## src/rtl/us_pkg.sv

```systemverilog
// Shared definitions for the ultrasonic transmit path: burst FSM states and default timing.
package us_pkg;

  typedef enum logic [2:0] {
    ST_IDLE,
    ST_PH1,
    ST_DT1,
    ST_PH2,
    ST_DT2,
    ST_DONE
  } burst_state_t;

  localparam int US_HALF_PERIOD = 400;
  localparam int US_DEAD_TIME   = 12;
  localparam int US_PULSE_NUM   = 16;

endpackage

```

## src/rtl/burst_gen.sv

```systemverilog
// Transmit-burst generator: drives PULSE_NUM complementary, dead-time-separated io1/io2 pulse pairs.
module burst_gen
  import us_pkg::*;
#(
  parameter int HALF_PERIOD = US_HALF_PERIOD,
  parameter int DEAD_TIME   = US_DEAD_TIME,
  parameter int PULSE_NUM   = US_PULSE_NUM
) (
  input  logic       gclk,
  input  logic       rst,
  input  logic       burst_en,
  input  logic       burst_rstn,
  input  logic       tuss_ready,
  output logic       io1,
  output logic       io2,
  output logic       burst_finish,
  output logic       busy,
  output logic [7:0] pulse_cnt,
  output logic       abort_flt
);

  localparam int MAX_T = (HALF_PERIOD > DEAD_TIME) ? HALF_PERIOD : DEAD_TIME;
  localparam int CW    = (MAX_T > 1) ? $clog2(MAX_T) : 1;

  localparam logic [CW-1:0] HP_LAST = CW'(HALF_PERIOD - 1);
  localparam logic [CW-1:0] DT_LAST = CW'(DEAD_TIME - 1);
  localparam logic [7:0]    PN      = 8'(PULSE_NUM);

  burst_state_t  state_q, state_d;
  logic [CW-1:0] cnt_q, cnt_d;
  logic [7:0]    pcnt_q, pcnt_d;
  logic          abort_q, abort_d;
  logic          io1_q, io1_d;
  logic          io2_q, io2_d;
  logic          fin_q, fin_d;
  logic          busy_q, busy_d;
  logic          go;

  assign go = burst_en & tuss_ready & burst_rstn;

  always_comb begin
    state_d = state_q;
    cnt_d   = '0;
    pcnt_d  = pcnt_q;
    abort_d = abort_q;

    case (state_q)
      ST_IDLE: begin
        if (go) begin
          state_d = ST_PH1;
          pcnt_d  = '0;
          abort_d = 1'b0;
        end
      end
      ST_PH1, ST_DT1, ST_PH2, ST_DT2: begin
        // Losing any enable mid-burst aborts immediately; the partial pair count is kept.
        if (!go) begin
          state_d = ST_IDLE;
          abort_d = 1'b1;
        end else if (state_q == ST_PH1 && cnt_q == HP_LAST) begin
          state_d = ST_DT1;
        end else if (state_q == ST_DT1 && cnt_q == DT_LAST) begin
          state_d = ST_PH2;
        end else if (state_q == ST_PH2 && cnt_q == HP_LAST) begin
          state_d = ST_DT2;
        end else if (state_q == ST_DT2 && cnt_q == DT_LAST) begin
          if (pcnt_q < PN) pcnt_d = pcnt_q + 8'd1;
          state_d = (pcnt_q + 8'd1 >= PN) ? ST_DONE : ST_PH1;
        end
      end
      ST_DONE: begin
        if (!burst_en || !burst_rstn) state_d = ST_IDLE;
      end
      default: state_d = ST_IDLE;
    endcase

    // The phase counter only runs while dwelling in a timed state.
    if (state_d == state_q && state_q inside {ST_PH1, ST_DT1, ST_PH2, ST_DT2})
      cnt_d = cnt_q + 1'b1;

    io1_d  = (state_d == ST_PH1);
    io2_d  = (state_d == ST_PH2);
    fin_d  = (state_q == ST_DT2) && (state_d == ST_DONE);
    busy_d = (state_d != ST_IDLE);
  end

  always_ff @(posedge gclk) begin
    if (rst) begin
      state_q <= ST_IDLE;
      cnt_q   <= '0;
      pcnt_q  <= '0;
      abort_q <= 1'b0;
      io1_q   <= 1'b0;
      io2_q   <= 1'b0;
      fin_q   <= 1'b0;
      busy_q  <= 1'b0;
    end else begin
      state_q <= state_d;
      cnt_q   <= cnt_d;
      pcnt_q  <= pcnt_d;
      abort_q <= abort_d;
      io1_q   <= io1_d;
      io2_q   <= io2_d;
      fin_q   <= fin_d;
      busy_q  <= busy_d;
    end
  end

  assign io1          = io1_q;
  assign io2          = io2_q;
  assign burst_finish = fin_q;
  assign busy         = busy_q;
  assign pulse_cnt    = pcnt_q;
  assign abort_flt    = abort_q;

endmodule

```

## config.mk

```make
export PLATFORM = sky130hd
export DESIGN_NAME = burst_gen
export DESIGN_NICKNAME = d
export VERILOG_FILES = /design/src/rtl/us_pkg.sv /design/src/rtl/burst_gen.sv
export SDC_FILE = /design/constraint.sdc
export NUM_CORES = 1
export LEC_CHECK = 0
export BUFFER_PORTS_ARGS = -buffer_cell sky130_fd_sc_hd__buf_2
export CAP_MARGIN = 20
export CELL_PAD_IN_SITES_DETAIL_PLACEMENT = 1
export CELL_PAD_IN_SITES_GLOBAL_PLACEMENT = 1
export CORE_MARGIN = 2
export CORE_UTILIZATION = 44
export CTS_BUF_LIST = sky130_fd_sc_hd__clkbuf_4 sky130_fd_sc_hd__clkbuf_8
export DETAILED_ROUTE_END_ITERATION = 8
export GPL_TIMING_DRIVEN = 1
export PLACE_DENSITY = 0.82
export SYNTH_ARGS = -nofsm -noshare
export SYNTH_HDL_FRONTEND = slang
export SYNTH_SLANG_ARGS = --single-unit
```

## constraint.sdc

```tcl
create_clock -name gclk -period 2 [get_ports gclk]
set_input_delay 0.1 -clock gclk [delete_from_list [all_inputs] [get_ports gclk]]
set_output_delay 0.1 -clock gclk [all_outputs]
set_load 0.005 [all_outputs]
```

Word level (Yosys, flattened, before mapping)

Index checks and enable logic that the tools add are counted.

Memory bits (read-only): 0
Memories: 0
Output and inout port bits: 13
Bits in latches: 0
RAM bits: 0
Flip-flop bits (word level): 25
Word-level logic and storage cells: 71

Equal/unequal tests: 19
Reductions and logical operators: 17
Mux-type cells: 20
Multipliers: 0
Div/mod/pow operators: 0
Add/sub/neg operators: 2
Bitwise logic cells: 3
$lt $le $gt $ge: 2
Shifts and indexed selects: 0

Operator list:

| operator                                                              | number |
|---|---|
| 8-bit 2-to-1 mux                                                      | 7 |
| 3-bit 2-to-1 mux                                                      | 8 |
| 2-bit inequality test, second input constant                          | 8 |
| 8-bit one-hot mux with 2 select lines                                 | 1 |
| 9-bit by 1-bit adder with 9-bit output, second input constant         | 1 |
| 3-bit by 2-bit equality test with 1-bit output, second input constant | 3 |
| 3-bit equality test, second input constant                            | 3 |
| 9-bit by 4-bit equality test with 1-bit output, second input constant | 1 |
| 9-bit equality test, second input constant                            | 1 |
| 3-bit one-hot mux with 3 select lines                                 | 1 |
| 8-bit by 1-bit adder with 8-bit output, second input constant         | 1 |
| 8-bit by 5-bit >= comparator with 1-bit output, second input constant | 1 |
| 8-bit by 5-bit < comparator with 1-bit output, second input constant  | 1 |
| 8-bit AND reduction                                                   | 1 |
| 3-bit by 1-bit equality test with 1-bit output, second input constant | 2 |
| 1-bit logical AND                                                     | 6 |
| 4-bit nonzero test                                                    | 1 |
| 4-bit OR reduction                                                    | 1 |
| 3-bit equality test                                                   | 1 |
| 3-bit zero test                                                       | 1 |
| 3-bit AND reduction                                                   | 1 |
| 3-bit nonzero test                                                    | 1 |
| 1-bit AND                                                             | 2 |
| 1-bit zero test                                                       | 2 |
| other kinds (6)                                                       | 7 |

Logic depth before layout (Yosys ltp)

Gate-level depths: netlist of run 1.

Depth after elaboration: 13
Gate-level depth with buffers: 7

Least setup slack after synthesis of run 1

OpenSTA, ideal clock, no wires.

Kind: register to register
Start point: register pcnt_q[0] (netlist: pulse_cnt[0])
End point: register io1_q (netlist: io1)
Arrival time: 1.728 ns
Buffers on the path: 0
Data required time: 1.941 ns
Period minus slack after synthesis: 1.787 ns
Library setup time: 0.059 ns
Stages on the path, launching flop included: 7
Slack: 0.213 ns
Cells stage by stage: dfxtp_1 > ha_1 > a211o_1 > a211o_1 > a211o_1 > a21oi_1 > o311a_1

Cells in the longest elaborated chain, start to end: 10

Ends and longest elaborated chain:

| what                                           | RTL line         | RTL |
|---|---|---|
| start: declaration                             | burst_gen.sv:31  | `logic [7:0] pcnt_q, pcnt_d;` |
| start signal: assignment                       | burst_gen.sv:100 | `pcnt_q <= pcnt_d;` |
| 8-bit by 1-bit adder with 8-bit output         | burst_gen.sv:68  | `state_d = (pcnt_q + 8'd1 >= PN) ? ST_DONE : ST_PH1;` |
| 8-bit by 5-bit >= comparator with 1-bit output | burst_gen.sv:68  |  |
| 3-bit 2-to-1 mux                               | burst_gen.sv:68  |  |
| 3-bit 2-to-1 mux                               | burst_gen.sv:66  | `end else if (state_q == ST_DT2 && cnt_q == DT_LAST) begin` |
| 3-bit 2-to-1 mux                               | burst_gen.sv:64  | `end else if (state_q == ST_PH2 && cnt_q == HP_LAST) begin` |
| 3-bit 2-to-1 mux                               | burst_gen.sv:62  | `end else if (state_q == ST_DT1 && cnt_q == DT_LAST) begin` |
| 3-bit 2-to-1 mux                               | burst_gen.sv:60  | `end else if (state_q == ST_PH1 && cnt_q == HP_LAST) begin` |
| 3-bit 2-to-1 mux                               | burst_gen.sv:57  | `if (!go) begin` |
| 3-bit one-hot mux with 3 select lines          | burst_gen.sv:47  | `case (state_q)` |
| 3-bit by 1-bit equality test with 1-bit output | burst_gen.sv:81  | `io1_d = (state_d == ST_PH1);` |
| end signal: assignment                         | burst_gen.sv:102 | `io1_q <= io1_d;` |
| end: declaration                               | burst_gen.sv:33  | `logic io1_q, io1_d;` |

No other way between the ends.
A chain may end at the register's enable or synchronous reset.

Final worst setup path of run 1

Start point: register pcnt_q[1] (netlist: pulse_cnt[1])
End point: register io1_q (netlist: io1)

The elaborated chain is that of the path after synthesis.

==> impl_metrics.json, run 1 <==
{
  "status": "complete, no violations",
  "final_area_um2": 1500,
  "hp-start": "rst",
  "areaGrowthSynthToFinish_pct": 12.48,
  "critPathRequiredTime_ps": 2260,
  "ys_types": 42,
  "fin_setup_tns_ps": 0,
  "skew_ps": 16.57,
  "rows": 19,
  "drt_iter0_drc": 31,
  "ir_drop_uv": 279.3,
  "core-area_um2": 2829,
  "leakage_nw": 0.5408,
  "stdcell_count": 207,
  "holdBufCountCts": 0,
  "grt_pass1_wl_mm": 5.616,
  "r2r_slack_ps": 110,
  "n_fill_cell": 361,
  "synth_top_area_cell": "dfxtp_1",
  "dr_total_vias": 1255,
  "start_kind": "flop",
  "hold_path_class": "primary input to flop",
  "start_util_pct": 47.15,
  "fmax_mhz": 528.4,
  "cts_sinks": 25,
  "clock_latency_ps": 320,
  "endpoint_kind": "flop",
  "relSlewSlack_pct": 71.90,
  "yosysWarnings": 0,
  "synth_edf_count": 0,
  "cts_made_buffers": 3,
  "crit_slowest_cell": "dfxtp_1",
  "grtUsageTotal_pct": 21.18,
  "avgSynthCellArea_um2": 8.495,
  "total_power_uw": 759.4,
  "synth_flop_cell": "dfxtp_1",
  "power_density_nw_per_um2": 506.2,
  "yosysSeqAreaShare_pct": 37.52,
  "wl_mm": 3.372,
  "r2r_end": "io1$_SDFF_PP0_",
  "min_path_cells": 2,
  "worstMarginPinSlew_ps": 421.0,
  "drc": 0,
  "period_minus_slack_ps": 1893,
  "synth_cells": 157,
  "reg2regPathDepth": 6,
  "max_stage_delay_ps": 380,
  "finalMaxSlewViolations": 0,
  "viasPerCell": 6.063,
  "yosys_register_bits": 25,
  "crit_arrival_ps": 2150,
  "min_to": "pulse_cnt[1]$_SDFFE_PP0P_",
  "final_nets": 184,
  "overflow": 0,
  "die_y_um": 59.06,
  "hold_viol": 0,
  "dp_cells": 203,
  "grt_pass1_vias": 1158,
  "wl_per_cell_um": 16.29,
  "ios": 18,
  "critical_path_class": "flop to flop",
  "drive_above_1_share_pct": 22.73,
  "dieArea_um2": 3487,
  "ant_nets": 0,
  "post-route-util_pct": 53.03,
  "synth_top_area_share_pct": 37.52,
  "cp_cell_sequence": "ha_2 -> a211o_1 -> a211o_1 -> a211o_1 -> a21oi_1 -> o311a_1",
  "num_antenna_cells": 0,
  "r2r_start": "pulse_cnt[1]$_SDFFE_PP0P_",
  "synth_area_um2": 1334,
  "antenna_found_initial": 0,
  "dr.pass1.iters": 4,
  "cts_tree": "done",
  "dp_hpwl_mm": 2.577,
  "cts_max_level": 1,
  "die_w_um": 59.06,
  "path_depth": 6,
  "cts.path.max_buffers": 2,
  "synthTopCellsByArea": "dfxtp_1, nor3_1, xnor2_1",
  "ys_async_sr_fraction_pct": 0,
  "root_buffer": "clkbuf_4",
  "path_common_cell": "a211o_1",
  "setup_violations": 0,
  "path_max_fanout": 5,
  "port_buffers": 17,
  "path_delay_family": "compound AO/OA/AOI/OAI gates",
  "grt_max_degree": 15,
  "rsz0062_at_grt": "no",
  "maxCapViolations": 0,
  "path_clk_slew_ps": 140,
  "place.gp.congestion": 0.8388,
  "post-route-period-util_pct": 94.63,
  "worst-path-buf-inv": 0,
  "syn_nets": 164,
  "placed_cell_area_um2": 1455
}
-- worst register-to-register path, cell delays in order, from the launching register on --
cell and delay [ps]:
dfxtp_1 380, ha_2 210, a211o_1 290, a211o_1 300
a211o_1 340, a21oi_1 160, o311a_1 160
-- timing repair --
item | 4_1_cts | 5_1_grt
setup endpoints to repair | 0 | 8
buffers inserted | 0 | 0
gates resized for setup | 0 | 5
-- cell usage after synthesis (all sizes together) (3+ instances only) --
library cell   n
xnor2          7
nand4          4
o21ai          6
a211o          4
a21oi         10
dfxtp         25
nor4           4
nand2b         3
a31oi          3
nand2         12
nor3b          4
clkbuf         3
and2           5
and3           4
nor3          14
nand3         10
nor2          13
buf            4
inv            3
-- metal layers --
| layer | track usage [%] | routed length [um] | vias to the layer above |
|---|---|---|---|
| li1 | - | - | 613 |
| met3 | 2.620 | 101 | 2 |
| met4 | 5.844 | 18 | 0 |
| met1 | 27.26 | 1524 | 618 |
| met2 | 37.14 | 1727 | 22 |
| met5 | 0 | 0 | - |
-- metrics by stage --
stage	hold WS [ps]	setup WS, ps
final	98.81	107.5
after floorplan	261.6	213.1
after CTS	95.47	36.79
after global routing	96.13	35.79
after global placement	418.1	145.2
after detailed placement	443.3	79.41
-- cell type report --
| cell class | count | area [um2] | share of cell area [%] |
|---|---|---|---|
| clock inverter | 1 | 5.005 | 0.3336 |
| multi-input combinational | 122 | 797.0 | 53.13 |
| sequential | 25 | 503.0 | 33.53 |
| timing repair buffer | 22 | 122.6 | 8.173 |
| inverter | 3 | 11.26 | 0.7506 |
| tap | 31 | 38.79 | 2.585 |
| clock buffer | 3 | 22.52 | 1.501 |
-- logic make-up after synthesis --
group | synth area share (%)
AO/OA/AOI/OAI | 16.70
XOR/XNOR | 5.910
adder cells (fa/ha/maj) | 1.876
buffers and inverters | 3.846
flip-flops | 37.52
multiplexers | 1.501
AND/OR/NAND/NOR | 32.65
-- report_power, final --
group	total (mW)	switching (mW)	internal, mW
Clock	0.224	0.149	0.0747
Sequential	0.500	0.000542	0.499
Combinational	0.0362	0.0238	0.0125
-- cells in the final DEF, fill, tap and decap left out, types with 2 or more instances in the layout --
cell / n
dfxtp_1: 23
buf_2: 17
nor3_1: 14
nor2_1: 12
nand2_1: 11
nand3_1: 10
a21oi_1: 9
xnor2_1: 7
o21ai_0: 6
buf_4: 5
nand4_1: 4
and3_1: 4
a211o_1: 4
and2_1: 4
nand2b_1: 3
a31oi_1: 3
nor4_1: 3
nor3b_1: 3
clkbuf_4: 3
or3_1: 2
inv_1: 2
xor2_1: 2
mux2i_1: 2
dfxtp_2: 2
-- state kept, by name (all words and copies together) (netlist names) --
register      flops
abort_flt         1
burst_finish      1
busy              1
cnt_q             9
io1               1
io2               1
pulse_cnt         8
state_q           3
-- how the worst max path moves through the flow --
| stage | slack [ps] | end | start |
|---|---|---|---|
| CTS | 40 | io1$_SDFF_PP0_ | pulse_cnt[0]$_SDFFE_PP0P_ |
| global route | 40 | io1$_SDFF_PP0_ | pulse_cnt[0]$_SDFFE_PP0P_ |
| finish | 110 | io1$_SDFF_PP0_ | pulse_cnt[1]$_SDFFE_PP0P_ |
| global placement | 150 | io1$_SDFF_PP0_ | pulse_cnt[0]$_SDFFE_PP0P_ |
| floorplan | 210 | io1$_SDFF_PP0_ | pulse_cnt[0]$_SDFFE_PP0P_ |
| detailed placement | 80 | io1$_SDFF_PP0_ | pulse_cnt[0]$_SDFFE_PP0P_ |
Note: power is estimated with default switching activity, not from simulation.
==> inputs of run 2 (changes only) <==
Settings changed: CORE_UTILIZATION 44 to 30, HOLD_SLACK_MARGIN set to 0.15, PLACE_DENSITY 0.82 to 0.6.
==> impl_metrics.json, run 2 (synthesis results as in run 1) <==
{
  "grtUsageTotal_pct": 14.92,
  "regArea_um2": 501.7,
  "drc": 0,
  "period_minus_slack_ps": 1908,
  "r2r_end": "io1$_SDFF_PP0_",
  "core-area_um2": 4324,
  "root_buffer": "clkbuf_8",
  "n_fill_cell": 546,
  "hold_path_class": "primary input to flop",
  "post-route-util_pct": 35.76,
  "start_util_pct": 30.84,
  "leakage_nw": 0.5617,
  "top_register": "cnt_q",
  "critPathRequiredTime_ps": 2220,
  "worstMarginPinSlew_ps": 410.5,
  "rsz0062_at_grt": "no",
  "post-route-period-util_pct": 95.40,
  "skew_ps": 3.373,
  "drt_iter0_drc": 85,
  "cts.path.max_buffers": 2,
  "holdWs_ps": 142.8,
  "wl_mm": 3.600,
  "clock_latency_ps": 270,
  "place.gp.congestion": 0.8739,
  "viasPerCell": 5.526,
  "grt_max_degree": 14,
  "cts_made_buffers": 3,
  "layout_setup_ws_ps": 92.06,
  "critical_path_class": "flop to flop",
  "relSlewSlack_pct": 72.63,
  "overflow": 0,
  "dr_total_vias": 1271,
  "crit_arrival_ps": 2120,
  "dr.pass1.iters": 7,
  "die_w_um": 70.68,
  "cts_max_level": 1,
  "fmax_mhz": 524.1,
  "status": "complete, no violations",
  "num_antenna_cells": 0,
  "stdcell_count": 230,
  "drive_above_1_share_pct": 21.91,
  "grt_pass1_wl_mm": 6.044,
  "ir_drop_uv": 231.5,
  "dp_cells": 226,
  "die_y_um": 70.68,
  "path_max_fanout": 5,
  "endpoint_kind": "flop",
  "startpoint": "pulse_cnt[0]$_SDFFE_PP0P_",
  "dp_hpwl_mm": 2.804,
  "port_buffers": 17,
  "areaGrowthSynthToFinish_pct": 15.95,
  "wl_per_cell_um": 15.65,
  "min_path_cells": 3,
  "pre_cts_ws_ps": 124.2,
  "min_to": "state_q[2]$_SDFF_PP0_",
  "ios": 18,
  "setup_violations": 0,
  "dieArea_um2": 4995,
  "r2r_slack_ps": 90,
  "r2r_start": "pulse_cnt[0]$_SDFFE_PP0P_",
  "fin_setup_tns_ps": 0,
  "cts_tree": "done",
  "power_density_nw_per_um2": 549.8,
  "antenna_found_initial": 0,
  "rows": 24,
  "ant_nets": 0,
  "multi_input_area_um2": 782.0,
  "layout_common_cells": "dfxtp_1, buf_2, nor3_1, nor2_1, nand2_1",
  "hold_viol": 0,
  "layout_commonest_cell": "dfxtp_1",
  "path_clk_slew_ps": 90,
  "largest_reg_flops": 9,
  "maxCapViolations": 0,
  "cts_sinks": 25,
  "reg2regPathDepth": 6,
  "finalMaxSlewViolations": 0,
  "final_nets": 186,
  "hp-start": "tuss_ready",
  "grt_pass1_vias": 1254,
  "start_kind": "flop"
}
## run 2: routing by layer
layer  vias to the layer above  GRT usage, %  part of all wire [%]
met5                         -             0                     0
met4                         0         4.403                   1.4
met3                         6         2.137                   2.6
met2                        18         25.89                    50
met1                       630         19.32                    46
li1                        617             -                     -
## run 2: worst max-delay path by stage
stage                                           end  slack, ps  depth (start not counted)
after floorplan                      io1$_SDFF_PP0_        210                          6
after global placement      burst_finish$_SDFF_PP0_        160                          5
after detailed placement             io1$_SDFF_PP0_        120                          6
after CTS                            io1$_SDFF_PP0_         90                          6
after global routing      pulse_cnt[1]$_SDFFE_PP0P_         30                          5
final                                io1$_SDFF_PP0_         90                          6
## run 2: area by class of cell
cell class / instances / area share [%]
multi-input cells: 122 / 50.57
flip-flops and latches: 25 / 32.44
repair buffers: 24 / 8.900
well taps: 52 / 4.207
clock buffers: 4 / 3.155
inverters: 3 / 0.7282
## run 2: through the flow
step | total power, mW | area (um2)
final | 0.8503 | 1546
after global routing | 0.8815 | 1546
after CTS | 0.8573 | 1545
after detailed placement | 0.5474 | 1496
after global placement | 0.5460 | 1496
after floorplan | 0.5327 | 1334
## run 2: timing repair
action                     in CTS  in global routing
setup endpoints to repair       0                  8
hold buffers                    0                  0
gates resized for setup         0                  1
setup buffers                   0                  0
## run 2: worst max-delay path, stage by stage, from the launching register on
cell and delay, ps:
dfxtp_1 320, ha_1 260, a211o_1 310, a211o_1 290, a211o_1 330, a21oi_1 190, o311a_1 160
## run 2: report_power, final
group / leakage [nW] / total, mW / internal, mW / switching (mW)
clock network: 0.0262 / 0.315 / 0.156 / 0.159
registers: 0.202 / 0.499 / 0.498 / 0.000697
logic: 0.334 / 0.0364 / 0.0121 / 0.0243
